**src/rtl/fsic_io_serdes_rx_framer.sv**
```systemverilog
// -----------------------------------------------------------------------------
// fsic_io_serdes_rx_framer
//
// Word framer behind the per-lane IO-serdes receiver. It hunts for a 32-bit
// sync word in the nibble stream (LSB nibble first). Once aligned, it packs
// eight nibbles into one 32-bit word and queues the word in a small FIFO.
// Words leave through a valid/ready handshake.
//
// Ports:
//   coreclk          - only clock, rising edge
//   axis_rst_n       - asynchronous active-low reset
//   rxen             - lane enable; low forces IDLE and flushes the FIFO
//   rxdata_in        - pCLK_RATIO-bit beat from the serdes receiver
//   rxdata_in_valid  - beat valid (level; each high cycle is one beat)
//   word_out         - head-of-FIFO word (zero while the FIFO is empty)
//   word_out_valid   - FIFO not empty
//   word_out_ready   - consumer accepts the head word
//   locked           - high while word alignment is held
//   overflow         - sticky: a completed word was dropped on a full FIFO
//
// Build option:
//   FSIC_RX_FRAMER_SYNC_FILTER_EN - when defined, a completed word in LOCKED
//   that equals pSYNC_PATTERN is a keep-alive. It is not pushed.
// -----------------------------------------------------------------------------
module fsic_io_serdes_rx_framer #(
    parameter int          pCLK_RATIO    = 4,
    parameter logic [31:0] pSYNC_PATTERN = 32'hFC5A_C3A5,
    parameter int          pFIFO_DEPTH   = 4
) (
    input  logic                  coreclk,
    input  logic                  axis_rst_n,
    input  logic                  rxen,
    input  logic [pCLK_RATIO-1:0] rxdata_in,
    input  logic                  rxdata_in_valid,
    output logic [31:0]           word_out,
    output logic                  word_out_valid,
    input  logic                  word_out_ready,
    output logic                  locked,
    output logic                  overflow
);

    localparam int PTR_W = $clog2(pFIFO_DEPTH);
    localparam int CNT_W = $clog2(pFIFO_DEPTH + 1);
    localparam logic [PTR_W-1:0] PTR_LAST = PTR_W'(pFIFO_DEPTH - 1);
    localparam logic [CNT_W-1:0] CNT_FULL = CNT_W'(pFIFO_DEPTH);

    localparam logic [1:0] ST_IDLE   = 2'd0;
    localparam logic [1:0] ST_HUNT   = 2'd1;
    localparam logic [1:0] ST_LOCKED = 2'd2;

    // Pointer advance with an explicit wrap, so non-power-of-two depths work.
    function automatic logic [PTR_W-1:0] ptr_inc(input logic [PTR_W-1:0] p);
        logic [PTR_W-1:0] r;
        if (p == PTR_LAST) begin
            r = {PTR_W{1'b0}};
        end else begin
            r = p + PTR_W'(1'b1);
        end
        return r;
    endfunction

    logic [1:0]       state_r;
    logic [31:0]      hunt_sr_r;
    logic [2:0]       nib_cnt_r;
    logic [31:0]      part_r;
    logic [31:0]      fifo_mem_r [pFIFO_DEPTH];
    logic [PTR_W-1:0] wr_ptr_r;
    logic [PTR_W-1:0] rd_ptr_r;
    logic [CNT_W-1:0] count_r;
    logic             overflow_r;

    logic [31:0]      hunt_next_s;
    logic [31:0]      word_next_s;
    logic             complete_s;
    logic             push_s;
    logic             pop_s;
    logic             full_s;
    logic             wr_en_s;
    logic             ovf_set_s;

    // Next-value datapath and FIFO push/pop decisions.
    always_comb begin
        hunt_next_s = {rxdata_in, hunt_sr_r[31:pCLK_RATIO]};
        word_next_s = part_r;
        word_next_s[{nib_cnt_r, 2'b00} +: 4] = rxdata_in;
        complete_s  = rxen && (state_r == ST_LOCKED) && rxdata_in_valid
                      && (nib_cnt_r == 3'd7);
`ifdef FSIC_RX_FRAMER_SYNC_FILTER_EN
        push_s      = complete_s && (word_next_s != pSYNC_PATTERN);
`else
        push_s      = complete_s;
`endif
        pop_s       = (count_r != {CNT_W{1'b0}}) && word_out_ready;
        full_s      = (count_r == CNT_FULL);
        // A pop in the same cycle frees the slot the push needs.
        wr_en_s     = push_s && (!full_s || pop_s);
        ovf_set_s   = push_s && full_s && !pop_s;
    end

    // Alignment FSM, hunt shift register and partial-word assembly.
    always_ff @(posedge coreclk or negedge axis_rst_n) begin
        if (!axis_rst_n) begin
            state_r   <= ST_IDLE;
            hunt_sr_r <= 32'h0;
            nib_cnt_r <= 3'd0;
            part_r    <= 32'h0;
        end else if (!rxen) begin
            state_r   <= ST_IDLE;
            hunt_sr_r <= 32'h0;
            nib_cnt_r <= 3'd0;
            part_r    <= 32'h0;
        end else begin
            case (state_r)
                ST_IDLE: begin
                    hunt_sr_r <= 32'h0;
                    nib_cnt_r <= 3'd0;
                    part_r    <= 32'h0;
                    state_r   <= ST_HUNT;
                end
                ST_HUNT: begin
                    if (rxdata_in_valid) begin
                        hunt_sr_r <= hunt_next_s;
                        if (hunt_next_s == pSYNC_PATTERN) begin
                            state_r   <= ST_LOCKED;
                            nib_cnt_r <= 3'd0;
                            part_r    <= 32'h0;
                        end
                    end
                end
                ST_LOCKED: begin
                    if (rxdata_in_valid) begin
                        // 3-bit counter wraps 7 -> 0 on word completion.
                        nib_cnt_r <= nib_cnt_r + 3'd1;
                        part_r    <= word_next_s;
                    end else begin
                        state_r   <= ST_HUNT;
                        nib_cnt_r <= 3'd0;
                        part_r    <= 32'h0;
                    end
                end
                default: begin
                    state_r   <= ST_IDLE;
                    nib_cnt_r <= 3'd0;
                    part_r    <= 32'h0;
                end
            endcase
        end
    end

    // FIFO pointers, occupancy and sticky overflow. These are cleared whenever
    // the lane is disabled or idle.
    always_ff @(posedge coreclk or negedge axis_rst_n) begin
        if (!axis_rst_n) begin
            wr_ptr_r   <= {PTR_W{1'b0}};
            rd_ptr_r   <= {PTR_W{1'b0}};
            count_r    <= {CNT_W{1'b0}};
            overflow_r <= 1'b0;
        end else if (!rxen || (state_r == ST_IDLE)) begin
            wr_ptr_r   <= {PTR_W{1'b0}};
            rd_ptr_r   <= {PTR_W{1'b0}};
            count_r    <= {CNT_W{1'b0}};
            overflow_r <= 1'b0;
        end else begin
            if (wr_en_s) begin
                wr_ptr_r <= ptr_inc(wr_ptr_r);
            end
            if (pop_s) begin
                rd_ptr_r <= ptr_inc(rd_ptr_r);
            end
            case ({wr_en_s, pop_s})
                2'b10:   count_r <= count_r + CNT_W'(1'b1);
                2'b01:   count_r <= count_r - CNT_W'(1'b1);
                default: count_r <= count_r;
            endcase
            if (ovf_set_s) begin
                overflow_r <= 1'b1;
            end
        end
    end

    // FIFO storage. This is data only; occupancy qualifies every read.
    always_ff @(posedge coreclk) begin
        if (wr_en_s) begin
            fifo_mem_r[wr_ptr_r] <= word_next_s;
        end
    end

    // Output decode. The head word is a direct read of storage, gated to zero
    // while the FIFO is empty.
    always_comb begin
        word_out_valid = (count_r != {CNT_W{1'b0}});
        locked         = (state_r == ST_LOCKED);
        overflow       = overflow_r;
        if (word_out_valid) begin
            word_out = fifo_mem_r[rd_ptr_r];
        end else begin
            word_out = 32'h0;
        end
    end

endmodule

```
**config.mk**
```make
export PLATFORM = sky130hd
export DESIGN_NAME = fsic_io_serdes_rx_framer
export DESIGN_NICKNAME = d
export VERILOG_FILES = /design/src/rtl/fsic_io_serdes_rx_framer.sv
export SDC_FILE = /design/constraint.sdc
export NUM_CORES = 1
export LEC_CHECK = 0
export CAP_MARGIN = 5
export CORE_UTILIZATION = 59
export CTS_BUF_LIST = sky130_fd_sc_hd__clkbuf_16
export DETAILED_ROUTE_END_ITERATION = 7
export DONT_BUFFER_PORTS = 1
export GPL_TIMING_DRIVEN = 0
export HOLD_SLACK_MARGIN = 0.05
export PLACE_DENSITY = 0.83
export SLEW_MARGIN = 10
export SYNTH_ARGS = -nofsm -noshare
export SYNTH_HDL_FRONTEND = slang
export SYNTH_SLANG_ARGS = --single-unit
```
**constraint.sdc**
```tcl
create_clock -name coreclk -period 3.02 [get_ports coreclk]
set_clock_uncertainty 0.1 [all_clocks]
set_input_delay 0.755 -clock coreclk [delete_from_list [all_inputs] [get_ports coreclk]]
set_output_delay 0.755 -clock coreclk [all_outputs]
set_load 0.1 [all_outputs]
```
==> key figures <==
Die
  – Core area: 0.0139 mm^2
  – Die height: 122 um
  – Die area: 0.0148 mm^2
  – # rows: 43
  – Starting Density: 60.8%
  – # IOs: 44
  – Die Wd: 122 um

Placed design
  – Port Buffers: 0
  – Pre-CTS setup slack: -0.412 ns
  – Hpwl dp: 10700 um
  – GPL Wtd Cong: 0.917
  – Placed inst area: 0.00873 mm^2

Clock network
  – Skew-Pair Late Insertion Delay: 0.48 ns
  – CTS buffer count: 21
  – Root Driver: clkbuf_16
  – Clk sinks: 201
  – CTS max path bufs: 3
  – Register clock-pin slew on the reported worst setup and hold paths: 0.06 ns
  – H-Tree Depth: 1
  – CTS tree: yes

Global routing
  – Grt ovf: 0
  – Initial antenna violation count: 0
  – Largest net degree at the start of global routing: 74
  – First-pass GRT wire length: 26800 um
  – GRT Total Usage: 24.0%
  – Vias in the first global route: 5103

Hold path
  – Worst min-delay path category: in -> async

Critical path
  – Worst setup path category: reg -> reg
  – CP Launch Type: flip-flop
  – Buf/Inv on CP: 1
  – CP endpoint kind: flip-flop
  – CP delay by family, top: simple AND/OR/NAND/NOR gates
  – Crit-path max cell delay: 0.57 ns
  – Crit-path cells: and4b_1, clkbuf_1, nand2_1, nor2_2, and2_4
  – Critical path arrival: 3.02 ns
  – Critical-path top delay cell: and2_4
  – Critical path required time: 3.04 ns
  – CP Max Fanout: 32

Routing
  – DRC viols: 0
  – Detailed Route WL: 17200 um
  – Routed WL per cell: 22.1 um
  – Remaining antenna violation count after routing: 0
  – DRT Pass-1 Iters: 5
  – Starting DRT DRC Count: 494
  – Via density: 6.45
  – Via count: 5021

Layout
  – Multi-input gate area: 0.00275 mm^2
  – # nets final: 607
  – ANT cells: 0
  – Fillers: 873
  – Post-route cell area: 0.00957 mm^2
  – Register Area: 0.00567 mm^2
  – Most frequent cells in the layout: 128 x edfxtp_1, 73 x dfrtp_1, 45 x nand2_1, 38 x a22o_1, 34 x and2_4
  – Layout cells sized above 1: 20.9%
  – P&R area growth vs syn: 13.1%
  – Most common cell after layout, fill and taps aside: edfxtp_1
  – Fin util: 68.7%

STA
  – WHS: 0.0690 ns
  – RSZ-0062 raised after global routing: true
  – Max Freq: 332 MHz
  – Final-report setup violation count: 0
  – Final Hold Fails: 0
  – Worst-margin pin slew: 1.01 ns
  – Max Transition Viols Final: 0
  – Final Cycle Share: 99.6%
  – Tmin final: 3.01 ns
  – Post-route setup slack: 0.0111 ns
  – Max_slew headroom: 32.3%

Yosys
  – Register bit count reported by yosys: 201
  – Post-Syn Area: 0.00847 mm^2
  – Count of unique library cells instantiated by Yosys: 44
  – Cell taking the most area after synthesis: edfxtp_1
  – Synth top area cells: edfxtp_1 45%, dfrtp_1 22%, mux4_2 8.5%, a22o_1 3.9%, and2_1 2.8%
  – Post-Syn Instances: 558
  – Top cell type's share of synthesized area: 45.4%
  – Syn Area/Cell: 15.2 um^2
  – Syn Nets: 580
  – Warnings, synthesis: 0
  – Sequential area share after synthesis: 67.0%

Outcome
  – Status: finished clean

Run
  – Number of max-cap violations: 0

Power
  – Max VDD drop: 489 uV
  – Leakage power: 0.00321 uW
  – Pwr dens: 565 mW/mm^2
==> per-layer routing <==
layer / vias to the layer above / global-route usage (%) / wire length, um
li1: 2223 / - / -
met1: 2531 / 31.7 / 7070
met2: 237 / 39.3 / 8440
met3: 30 / 4.54 / 1200
met4: 0 / 10.0 / 463
met5: - / 0 / 0
==> repair_timing <==
item / CTS / global route
hold buffers: 1 / 0
setup endpoints to repair: 160 / 167
setup buffers: 0 / 0
gates cloned: 0 / 2
pin swaps: 0 / 1
endpoints found under the hold margin: 73 / 0
resized for setup: 80 / 16
==> cells by family after synthesis <==
logic type	after synthesis	synth area share, %
simple gates	149	9.46
xor+xnor	1	0.103
mux	40	9.55
flops	201	67.0
compound gates	115	10.0
fa+ha+maj	13	2.01
buf+inv	39	1.88
==> cells in the mapped netlist (all sizes together) <==
cell type and number:
a31oi 5, nor4bb 1, inv 9, a22o 38, xor2 1, a41o 1, mux4 32, fa 1
nor4b 4, nor2b 2, nor4 1, dfrtp 73, a21o 4, buf 5, nand4b 2, mux2 6
and3b 1, nand3 17, ha 12, and4b 1, o21ai 30, mux2i 2, a21oi 10, o2bb2ai 20
o31ai 4, o221ai 1, o2111ai 1, and2 38, nor2 13, nand2b 1, edfxtp 128, or4b 2
clkbuf 25, or3 2, nand2 46, nand4 7, nor3 6, nand3b 5, o311a 1
==> area by class of cell <==
cell class | count | area share, %
plain buffers | 29 | 1.93
inverters | 9 | 0.353
multi-input cells | 320 | 28.7
clock inverters | 16 | 1.31
repair buffers | 3 | 0.614
well taps | 180 | 2.35
clock buffers | 21 | 5.49
flip-flops and latches | 201 | 59.2
==> stage by stage <==
step	std cells	power (uW)	setup TNS, ns
2_1_floorplan	558	3000	0
3_3_place_gp	738	3020	-40.79
3_5_place_dp	740	3020	-54.68
4_1_cts	777	5430	-20.62
5_1_grt	779	5540	-2.74
6_report	779	5410	0
==> worst paths after layout <==
check | slack (ns) | from | to | cells past startpoint
max in group asynchronous | 2.48 | axis_rst_n | part_r[11] | 1
setup / recovery | 0.01 | state_r[0] | fifo_mem_r[0][26] | 5
hold reg to reg | 0.39 | part_r[23] | part_r[23] | 1
min in group coreclk | 0.31 | rxen | state_r[0] | 1
hold / removal | 0.07 | axis_rst_n | count_r[1] | 1
setup reg to reg | 0.01 | state_r[0] | fifo_mem_r[0][26] | 5
==> power by group <==
group / switching, uW / total [uW] / internal (uW)
Combinational: 61.8 / 78.6 / 16.8
Sequential: 3.63 / 2910 / 2910
Clock: 984 / 2420 / 1430
Total: 1050 / 5410 / 4360
==> sequential cells by signal, summed over array words and instances, names as in the netlist <==
signal      cells
hunt_sr_r      28
overflow        1
state_r         2
nib_cnt_r       3
wr_ptr_r        2
count_r         3
rd_ptr_r        2
fifo_mem_r    128
part_r         32
(Power assumes the default switching activity.)
